## config.mk

```make
export PLATFORM = sky130hd
export DESIGN_NAME = vga_timing_multi
export DESIGN_NICKNAME = d
export VERILOG_FILES = /design/src/rtl/vga_pkg.sv /design/src/rtl/vga_axis_counter.sv /design/src/rtl/vga_timing_multi.sv
export SDC_FILE = /design/constraint.sdc
export NUM_CORES = 1
export LEC_CHECK = 0
export CORE_UTILIZATION = 48
export DETAILED_ROUTE_END_ITERATION = 8
export GPL_ROUTABILITY_DRIVEN = 0
export PLACE_DENSITY_LB_ADDON = 0.1
export SYNTH_ARGS = -nofsm -noshare
export SYNTH_HDL_FRONTEND = slang
export SYNTH_SLANG_ARGS = --single-unit
```

## constraint.sdc

```tcl
create_clock -name clk -period 4.25 [get_ports clk]
set_clock_uncertainty 0.05 [all_clocks]
set_input_delay 0.85 -clock clk [delete_from_list [all_inputs] [get_ports clk]]
set_output_delay 0.85 -clock clk [all_outputs]
set_load 0.005 [all_outputs]
```

## src/rtl/vga_pkg.sv

```systemverilog
// -----------------------------------------------------------------------------
// vga_pkg
// Shared timing-mode description for the multi-mode VGA timing generator.
//   vga_mode_t  : per-axis active/front-porch/sync/back-porch lengths plus
//                 sync polarity (1 = active-high pin, 0 = active-low pin).
//   MODE_TABLE  : built-in modes, entry 0 = 800x600, entry 1 = 640x480.
//   h_total / v_total : line and frame lengths derived from a mode entry.
// -----------------------------------------------------------------------------
package vga_pkg;

    localparam int FIELD_W    = 16;
    localparam int MODE_COUNT = 2;

    typedef struct packed {
        logic [FIELD_W-1:0] h_active;
        logic [FIELD_W-1:0] h_fp;
        logic [FIELD_W-1:0] h_sync;
        logic [FIELD_W-1:0] h_bp;
        logic [FIELD_W-1:0] v_active;
        logic [FIELD_W-1:0] v_fp;
        logic [FIELD_W-1:0] v_sync;
        logic [FIELD_W-1:0] v_bp;
        logic               hsync_pol;
        logic               vsync_pol;
    } vga_mode_t;

    // 800x600 @ 60 Hz, 40 MHz pixel clock, positive syncs
    localparam vga_mode_t MODE_800X600 = '{
        h_active: 16'd800, h_fp: 16'd40, h_sync: 16'd128, h_bp: 16'd88,
        v_active: 16'd600, v_fp: 16'd1,  v_sync: 16'd4,   v_bp: 16'd23,
        hsync_pol: 1'b1, vsync_pol: 1'b1
    };

    // 640x480 @ 60 Hz, negative syncs
    localparam vga_mode_t MODE_640X480 = '{
        h_active: 16'd640, h_fp: 16'd16, h_sync: 16'd96, h_bp: 16'd48,
        v_active: 16'd480, v_fp: 16'd10, v_sync: 16'd2,  v_bp: 16'd33,
        hsync_pol: 1'b0, vsync_pol: 1'b0
    };

    localparam vga_mode_t [MODE_COUNT-1:0] MODE_TABLE = {MODE_640X480, MODE_800X600};

    function automatic logic [31:0] h_total(input vga_mode_t m);
        return 32'(m.h_active) + 32'(m.h_fp) + 32'(m.h_sync) + 32'(m.h_bp);
    endfunction

    function automatic logic [31:0] v_total(input vga_mode_t m);
        return 32'(m.v_active) + 32'(m.v_fp) + 32'(m.v_sync) + 32'(m.v_bp);
    endfunction

endpackage

```

## src/rtl/vga_axis_counter.sv

```systemverilog
// -----------------------------------------------------------------------------
// vga_axis_counter
// One axis (horizontal or vertical) of the timing generator: a wrapping
// position counter with registered blanking and sync decode.
// The decode is taken from the value the counter is about to hold, so the
// registered blnk/sync always describe the registered count (no skew).
//   clk, rst_n : clock, asynchronous active-low reset
//   adv        : advance the counter this edge
//   total      : axis length of the mode currently running (wrap point)
//   active, fp, sync_len, pol : decode fields of the mode that will be
//                running after this edge (differs only at a frame boundary)
//   count, blnk, sync : registered position, blanking, sync pin level
//   wrap       : combinational, counter wraps to 0 on this edge
//   blnk_d     : combinational, blanking value for the next registered count
// -----------------------------------------------------------------------------
module vga_axis_counter #(
    parameter int   CNT_W    = 11,
    parameter logic RST_SYNC = 1'b0
) (
    input  logic             clk,
    input  logic             rst_n,
    input  logic             adv,
    input  logic [31:0]      total,
    input  logic [31:0]      active,
    input  logic [31:0]      fp,
    input  logic [31:0]      sync_len,
    input  logic             pol,
    output logic [CNT_W-1:0] count,
    output logic             blnk,
    output logic             sync,
    output logic             wrap,
    output logic             blnk_d
);

    logic [CNT_W-1:0] count_r;
    logic [CNT_W-1:0] count_d_s;
    logic [31:0]      count_wide_s;
    logic [31:0]      sync_start_s;
    logic [31:0]      sync_end_s;
    logic             last_s;
    logic             sync_log_s;
    logic             sync_d_s;
    logic             blnk_d_s;
    logic             blnk_r;
    logic             sync_r;

    // Wrap detection depends only on the running mode's total, which keeps it
    // free of the next-mode selection that it feeds.
    assign last_s = ({{(32-CNT_W){1'b0}}, count_r} == (total - 32'd1));
    assign wrap   = adv & last_s;

    // Next count and its blanking/sync decode
    always_comb begin
        count_d_s = count_r;
        if (adv) begin
            if (last_s) begin
                count_d_s = {CNT_W{1'b0}};
            end else begin
                count_d_s = count_r + {{(CNT_W-1){1'b0}}, 1'b1};
            end
        end else begin
            count_d_s = count_r;
        end
        count_wide_s = {{(32-CNT_W){1'b0}}, count_d_s};
        sync_start_s = active + fp;
        sync_end_s   = sync_start_s + sync_len;
        blnk_d_s     = (count_wide_s >= active);
        sync_log_s   = (count_wide_s >= sync_start_s) && (count_wide_s < sync_end_s);
        if (pol) begin
            sync_d_s = sync_log_s;
        end else begin
            sync_d_s = ~sync_log_s;
        end
    end

    // Position counter and registered decode, held while not advancing
    always_ff @(posedge clk or negedge rst_n) begin
        if (!rst_n) begin
            count_r <= {CNT_W{1'b0}};
            blnk_r  <= 1'b0;
            sync_r  <= RST_SYNC;
        end else if (adv) begin
            count_r <= count_d_s;
            blnk_r  <= blnk_d_s;
            sync_r  <= sync_d_s;
        end
    end

    assign count  = count_r;
    assign blnk   = blnk_r;
    assign sync   = sync_r;
    assign blnk_d = blnk_d_s;

endmodule

```

## src/rtl/vga_timing_multi.sv

```systemverilog
// -----------------------------------------------------------------------------
// vga_timing_multi
// Multi-mode VGA timing generator. The running mode is chosen from MODE_TAB
// and may only change at a frame boundary.
//   clk, rst_n   : pixel clock, asynchronous active-low reset
//   ce           : pixel enable; everything holds while low
//   mode_sel     : requested mode, sampled on the last pixel of a frame;
//                  values >= NUM_MODES are ignored
//   hcount/vcount: registered pixel/line position
//   hsync/vsync  : sync pins at the running mode's polarity
//   hblnk/vblnk  : active-high blanking;  de : active video
//   line_start / frame_start : one-ce-cycle markers at (0,*) / (0,0)
//   mode_active  : mode currently driving the timing
// All outputs are registered on the same edge as the counters.
// -----------------------------------------------------------------------------
module vga_timing_multi
    import vga_pkg::*;
#(
    parameter int                        CNT_W     = 11,
    parameter int                        NUM_MODES = 2,
    parameter vga_mode_t [NUM_MODES-1:0] MODE_TAB  = MODE_TABLE[NUM_MODES-1:0],
    localparam int                       MODE_W    = (NUM_MODES > 1) ? $clog2(NUM_MODES) : 1
) (
    input  logic              clk,
    input  logic              rst_n,
    input  logic              ce,
    input  logic [MODE_W-1:0] mode_sel,
    output logic [CNT_W-1:0]  hcount,
    output logic [CNT_W-1:0]  vcount,
    output logic              hsync,
    output logic              vsync,
    output logic              hblnk,
    output logic              vblnk,
    output logic              de,
    output logic              line_start,
    output logic              frame_start,
    output logic [MODE_W-1:0] mode_active
);

    // Every table entry must fit the counter range
    for (genvar i = 0; i < NUM_MODES; i++) begin : g_mode_chk
        if (h_total(MODE_TAB[i]) > (32'd1 << CNT_W)) begin : g_h_err
            $fatal(1, "vga_timing_multi: mode %0d H_TOTAL exceeds 2**CNT_W", i);
        end
        if (v_total(MODE_TAB[i]) > (32'd1 << CNT_W)) begin : g_v_err
            $fatal(1, "vga_timing_multi: mode %0d V_TOTAL exceeds 2**CNT_W", i);
        end
    end

    logic [MODE_W-1:0] mode_r;
    logic [MODE_W-1:0] mode_nxt_s;
    logic              sel_ok_s;
    logic [31:0]       h_total_s;
    logic [31:0]       v_total_s;
    logic              h_wrap_s;
    logic              v_wrap_s;
    logic              v_adv_s;
    logic              h_blnk_d_s;
    logic              v_blnk_d_s;
    logic              line_start_r;
    logic              frame_start_r;
    logic              de_r;

    // Wrap points always come from the mode currently running
    assign h_total_s = h_total(MODE_TAB[mode_r]);
    assign v_total_s = v_total(MODE_TAB[mode_r]);
    assign v_adv_s   = h_wrap_s;

    // Mode to run after this edge: a valid request is accepted only on the
    // ce edge that wraps both counters, so the new mode starts exactly at (0,0)
    always_comb begin
        sel_ok_s = ({{(32-MODE_W){1'b0}}, mode_sel} < 32'(NUM_MODES));
        if (ce && h_wrap_s && v_wrap_s && sel_ok_s) begin
            mode_nxt_s = mode_sel;
        end else begin
            mode_nxt_s = mode_r;
        end
    end

    vga_axis_counter #(
        .CNT_W    (CNT_W),
        .RST_SYNC (~MODE_TAB[0].hsync_pol)
    ) u_h (
        .clk      (clk),
        .rst_n    (rst_n),
        .adv      (ce),
        .total    (h_total_s),
        .active   (32'(MODE_TAB[mode_nxt_s].h_active)),
        .fp       (32'(MODE_TAB[mode_nxt_s].h_fp)),
        .sync_len (32'(MODE_TAB[mode_nxt_s].h_sync)),
        .pol      (MODE_TAB[mode_nxt_s].hsync_pol),
        .count    (hcount),
        .blnk     (hblnk),
        .sync     (hsync),
        .wrap     (h_wrap_s),
        .blnk_d   (h_blnk_d_s)
    );

    vga_axis_counter #(
        .CNT_W    (CNT_W),
        .RST_SYNC (~MODE_TAB[0].vsync_pol)
    ) u_v (
        .clk      (clk),
        .rst_n    (rst_n),
        .adv      (v_adv_s),
        .total    (v_total_s),
        .active   (32'(MODE_TAB[mode_nxt_s].v_active)),
        .fp       (32'(MODE_TAB[mode_nxt_s].v_fp)),
        .sync_len (32'(MODE_TAB[mode_nxt_s].v_sync)),
        .pol      (MODE_TAB[mode_nxt_s].vsync_pol),
        .count    (vcount),
        .blnk     (vblnk),
        .sync     (vsync),
        .wrap     (v_wrap_s),
        .blnk_d   (v_blnk_d_s)
    );

    // Running mode, position markers and data enable; all hold while ce is low
    always_ff @(posedge clk or negedge rst_n) begin
        if (!rst_n) begin
            mode_r        <= {MODE_W{1'b0}};
            line_start_r  <= 1'b0;
            frame_start_r <= 1'b0;
            de_r          <= 1'b1;
        end else if (ce) begin
            mode_r        <= mode_nxt_s;
            line_start_r  <= h_wrap_s;
            frame_start_r <= h_wrap_s & v_wrap_s;
            de_r          <= ~h_blnk_d_s & ~v_blnk_d_s;
        end
    end

    assign line_start  = line_start_r;
    assign frame_start = frame_start_r;
    assign de          = de_r;
    assign mode_active = mode_r;

endmodule

```

==> results of run 1 <==
per-stage QoR:
| stage | power, uW | hold WS [ns] | std cells |
|---|---|---|---|
| after floorplan | 512 | 0.418 | 226 |
| after global placement | 635 | 0.415 | 318 |
| after detailed placement | 640 | 0.423 | 318 |
| after CTS | 916 | 0.439 | 326 |
| after global routing | 966 | 0.457 | 326 |
| final | 908 | 0.437 | 326 |
Yosys cell counts (all sizes together), types with 5 or more instances:
cell / n
a21oi: 10
and2: 5
buf: 6
dfrtp: 29
ha: 16
inv: 15
nand2: 23
nand3: 8
nor2: 16
nor3: 10
o21ai: 15
o31ai: 5
xnor2: 11
xor2: 6
layout make-up:
type | count | area, um^2
repair buffers | 49 | 450
flip-flops and latches | 30 | 752
well taps | 50 | 62.6
inverters | 15 | 56.3
multi-input cells | 174 | 1190
fillers | 359 | 1410
clock buffers | 8 | 110
critical path, stage by stage:
cell,delay [ns]
clkdlybuf4s50_1,0.52
and3_1,0.22
o2111a_1,0.27
nand3_1,0.12
and2_1,0.25
buf_4,0.18
ha_1,0.29
nand2_1,0.05
or4_4,0.54
nor4_1,0.25
a311oi_1,0.14
a221o_1,0.26
cell families after synthesis:
kind of cell    synth area share, %
buf+inv                        4.60
mux                            1.72
fa+ha+maj                      9.82
xor+xnor                       7.30
flops                          36.9
compound gates                 15.6
simple gates                   24.1
routing by layer:
| layer | track usage (%) | up-vias | share of wire [%] |
|---|---|---|---|
| li1 | - | 908 | - |
| met1 | 28.4 | 909 | 44 |
| met2 | 41.0 | 41 | 51 |
| met3 | 5.07 | 9 | 3.8 |
| met4 | 7.18 | 0 | 1.8 |
| met5 | 0 | - | 0 |
placed cells by master, fill, tap and decap left out, types with 2 or more instances in the layout:
cell type / count
clkdlybuf4s50_1: 33
dfrtp_1: 29
nand2_1: 23
nor2_1: 16
ha_1: 16
buf_4: 16
inv_1: 15
o21ai_0: 14
xnor2_1: 11
nor3_1: 10
a21oi_1: 9
nand3_1: 8
clkbuf_8: 8
xor2_1: 6
and2_1: 5
o31ai_1: 5
nand4_1: 4
and3_1: 4
nand2b_1: 4
nor4b_1: 3
nor4_1: 3
or4b_1: 2
nor2b_1: 2
o2bb2ai_1: 2
o211ai_1: 2
mux2i_1: 2
a21o_1: 2
power breakdown:
group | internal (uW) | switching, uW
clock | 163 | 109
sequential | 320 | 45.6
combinational | 144 | 126
total | 627 | 281
worst paths after layout:
check / slack (ns) / end / start
hold reg to reg: 0.44 / line_start / line_start
hold / removal: 0.44 / line_start / line_start
setup / recovery: 0.41 / u_v.sync / ce
setup reg to reg: 0.51 / u_v.sync / u_v.count[2]
min in group asynchronous: 0.91 / mode_active / rst_n
max in group asynchronous: 2.91 / de / rst_n
state kept, by name (all words and copies together), names as in the netlist:
signal,flops
de,1
frame_start,1
line_start,1
mode_active,1
u_h.blnk,1
u_h.count,11
u_h.sync,1
u_v.blnk,1
u_v.count,11
u_v.sync,1
==> metrics.md, run 1 <==
| Metric | Value |
|---|---|
| Pleak | 0.00121 uW |
| Die H | 67.2 um |
| Worst setup SP type | input pin |
| GRT Total Usage | 23.4% |
| Longest Clk Path Bufs | 2 |
| Clock Sinks | 30 |
| CORE AREA | 0.00403 mm^2 |
| Pins Over Slew Limit | 0 |
| Required time of the critical path | 4.37 ns |
| Cells after synthesis | 226 |
| Antenna violations before repair | 0 |
| Post-CTS Hold Fix Bufs | 0 |
| Post-Place Cell Area | 0.00251 mm^2 |
| Hpwl dp | 3650 um |
| Worst Path Class, Setup | input pin to flip-flop |
| Largest net degree at the start of global routing | 31 |
| Hold Path Depth | 1 |
| HP Class | flip-flop to flip-flop |
| CP max FO | 5 |
| Layout cells sized above 1 | 11.6% |
| Synth area leaders | dfrtp_1 (36%), ha_1 (9.8%), xnor2_1 (4.7%) |
| Final worst slack | 0.413 ns |
| Post-layout util | 65.1% |
| WL final | 4780 um |
| Nets | 295 |
| Die area | 0.00451 mm^2 |
| Status | finished, final reports clean |
| Diode count | 0 |
| Overflow after GRT | 0 |
| Final Cycle Share | 90.3% |
| Area leader, netlist | dfrtp_1 |
| CTS tree | yes |
| Cts bufs inserted | 5 |
| Pre-CTS setup slack | 0.0988 ns |
| Design Area, Final | 0.00262 mm^2 |
| First-pass GRT wire length | 7800 um |
| EDFF count, synth | 0 |
| DRT antenna net count | 0 |
| # port buffers | 33 |
| R2R cell count | 14 |
| Slew HR | 69.2% |
| Library cells used by synthesis | 50 |
| PwrDens | 346 mW/mm^2 |
| Avg Cell Area, Syn | 9.02 um^2 |
| Top-area cell type share of the netlist area | 35.6% |
| Syn nets | 246 |
| Seq/Total Area, Yosys | 36.9% |
| Endpoints failing hold | 0 |
| IR drop worst, VDD | 277 uV |
| Maximum clock frequency | 0.261 GHz |
| CTS root buf | clkbuf_8 |
| Setup Buffers After CTS | 0 |
| RSZ-0062 raised after global routing | no |
| Slew @ Worst Pin | 0.461 ns |
| Post-layout min period | 3.84 ns |
| Area growth from synthesis to layout | 28.7% |
| Worst EP arrival | 3.95 ns |
| DR pass1 iterations | 4 |
| DR vias/cell | 5.73 |
| Worst Setup End Kind | flip-flop |
| Yosys warns | 0 |
| Later-pin clock latency in the skew report | 0.28 ns |
| Ys flop type | dfrtp_1 |
| Vias | 1,867 |
| Drc violations | 0 |
| Max-capacitance violation count | 0 |
| Initial cell density of the core | 50.6% |
| # IOs | 34 |
| Register bit total from synthesis | 30 |
| Final setup viols | 0 |
| Clock H-tree levels | 2 |
| Die width | 67.2 um |
| WL/cell | 14.7 um |
| Clk slew on worst S/H paths | 0.06 ns |
| Post-CTS Resized | 0 |
| Async set-or-reset flop fraction in the synthesized netlist | 100% |
| Number of global-route vias before repair | 1,692 |
| Core Rows | 23 |
| Initial DRC count | 94 |
| Netlist Area Pre-Place | 0.00204 mm^2 |
| Setup TNS Final | 0 ns |
No activity file was read; power rests on OpenSTA's default activity.
==> inputs of run 2 (changes only) <==
- CORE_MARGIN: unset -> 2
- CTS_CLUSTER_DIAMETER: unset -> 100
- RECOVER_POWER: unset -> 25
==> metrics.md, run 2 (synthesis gave the netlist of run 1 again) <==
| Metric | Value |
|---|---|
| Status | finished with violations |
| Failing checks | max-capacitance violations, max-slew violations |
| Pleak | 0.00118 uW (-2.9%) |
| CORE AREA | 0.00406 mm^2 (+0.71%) |
| Post-layout min period | 3.82 ns (-0.0133 ns) |
| Cts bufs inserted | 5 (unchanged) |
| WL/cell | 14.9 um (+1.7%) |
| End of the worst hold path | u_h.sync |
| Worst R2R Start | u_v.count[2] |
| GRT Total Usage | 21.0% (-2.4 points) |
| PwrDens | 342 mW/mm^2 (-1.2%) |
| Reg-to-reg endpoint | u_v.sync |
| Worst Hold Slack | 0.433 ns (-0.00369 ns) |
| Clk slew on worst S/H paths | 0.07 ns (about the same) |
| DR pass1 iterations | 4 (unchanged) |
| Worst setup SP type | flip-flop |
| Number of global-route vias before repair | 1,725 (+2.0%) |
| CP most frequent cell | nand2_1 |
| CP max FO | 11 (+6) |
| Slew @ Worst Pin | 1.65 ns (+1.18 ns) |
| First-pass GRT wire length | 8200 um (+5.2%) |
| Nets | 290 (-1.7%) |
| Most frequent cells in the layout | clkdlybuf4s50_1 (32), dfrtp_1 (29), nand2_1 (23), nor2_1 (16), ha_1 (16) |
| RSZ-0062 raised after global routing | no |
| Overflow after GRT | 0 (unchanged) |
| DR vias/cell | 5.65 (-1.4%) |
| Layout cells sized above 1 | 9.23% (-2.4 points) |
| Post-CTS Hold Fix Bufs | 0 (unchanged) |
| Clock Sinks | 30 (unchanged) |
| Pins Over Slew Limit | 31 (+31) |
| Required time of the critical path | 4.38 ns (about the same) |
| # IOs | 34 (unchanged) |
| Initial cell density of the core | 50.2% (-0.36 points) |
| Final setup viols | 0 (unchanged) |
| Initial DRC count | 80 (-15%) |
| # port buffers | 33 (unchanged) |
| Cell Chain, Critical Path | or4b_1 -> or3_4 -> a21oi_4 -> buf_4 -> nand2b_1 -> nand2_1 -> nand2_1 -> o31ai_1 -> ha_1 -> nand2_1 -> or4_4 -> nor4_1 -> a311oi_1 -> a221o_1 |
| Final Cycle Share | 90.0% (-0.31 points) |
| WL final | 4790 um (+0.13%) |
| Setup Buffers After CTS | 0 (unchanged) |
| Die H | 69.2 um (+3.0%) |
| Antenna violations before repair | 0 (unchanged) |
| CTS root buf | clkbuf_8 |
| Largest stage delay on the critical path | 0.55 ns (about the same) |
| Fillers | 351 (-2.2%) |
| Slowest cell on crit path | or4_4 |
| Commonest non-fill, non-tap cell in the layout | clkdlybuf4s50_1 |
| Flop2flop setup slack | 0.43 ns (-0.08 ns) |
| Maximum clock frequency | 0.261 GHz (+0.35%) |
| Vias | 1,813 (-2.9%) |
| Clock H-tree levels | 2 (unchanged) |
| CTS tree | yes |
| Drc violations | 0 (unchanged) |
| Worst EP arrival | 3.95 ns (about the same) |
| Max-capacitance violation count | 1 (+1) |
| Hpwl dp | 3620 um (-0.71%) |
| R2R cell count | 14 (unchanged) |
| Setup TNS Final | 0 ns (unchanged) |
| Longest Clk Path Bufs | 2 (unchanged) |
| Hold Path Depth | 2 (+1) |
| Die width | 69.2 um (+3.0%) |
| DRT antenna net count | 0 (unchanged) |
| Core Rows | 23 (unchanged) |
| HP Class | flip-flop to flip-flop |
| Post-CTS Resized | 0 (unchanged) |
| Largest net degree at the start of global routing | 31 (unchanged) |
| IR drop worst, VDD | 263 uV (-5.1%) |
| Die area | 0.00478 mm^2 (+6.0%) |
| Worst Path Class, Setup | flip-flop to flip-flop |
| Slew HR | -9.71% (-79 points) |
| Endpoints failing hold | 0 (unchanged) |
| Area growth from synthesis to layout | 25.8% |
| Diode count | 0 (unchanged) |
| Worst Setup End Kind | flip-flop |
| Min-delay src | u_h.sync |
| Later-pin clock latency in the skew report | 0.29 ns (about the same) |
[run 2: critical path: cells and delay by family (launching register included)]
| family | cells | cell delay [ns] |
|---|---|---|
| AOI/OAI and AO/OA | 4 | 0.68 |
| adders and majority gates | 1 | 0.33 |
| buffers and inverters | 1 | 0.20 |
| DFF | 1 | 0.45 |
| and+or+nand+nor | 8 | 2.00 |
[run 2: where the power goes]
group / internal [uW] / switching, uW
Sequential: 320 / 45.4
Clock: 131 / 112
Combinational: 142 / 126
Total: 592 / 284
[run 2: how the worst max path moves through the flow]
stage          cells after the start       end         start
6_report                          14  u_v.sync  u_v.count[2]
3_3_place_gp                      11  u_v.sync            ce
5_1_grt                           11  u_v.sync            ce
2_1_floorplan                     15  u_v.sync            ce
4_1_cts                           14  u_v.sync  u_v.count[2]
3_5_place_dp                      12  u_v.sync            ce
[run 2: per-layer routing]
layer / vias to the layer above / part of all wire [%] / global-route usage (%) / wire (um)
met1: 873 / 46 / 27.4 / 2200
met3: 8 / 3.0 / 3.80 / 144
met2: 31 / 50 / 35.7 / 2370
li1: 901 / - / - / -
met4: 0 / 1.4 / 5.88 / 68
met5: - / 0 / 0 / 0
[run 2: layout make-up]
class	count	area, um^2	area share [%]
Clock inverter	1	5.00	0.195
Tap cell	50	62.6	2.44
Multi-Input combinational cell	174	1190	46.5
Timing Repair Buffer	44	409	16.0
Clock buffer	7	86.3	3.37
Sequential cell	30	752	29.3
Inverter	15	56.3	2.20
[run 2: metrics by stage]
step | util [%] | setup slack [ns] | instance area, um^2 | total power (uW) | instances
after floorplan | - | 0.298 | 2040 | 512 | 226
after global placement | 61.0 | 0.203 | 2480 | 633 | 313
after detailed placement | 61.0 | 0.177 | 2480 | 637 | 313
after CTS | 63.3 | 0.463 | 2570 | 880 | 321
after global routing | 63.2 | 0.212 | 2560 | 936 | 321
final | 63.2 | 0.426 | 2560 | 876 | 321
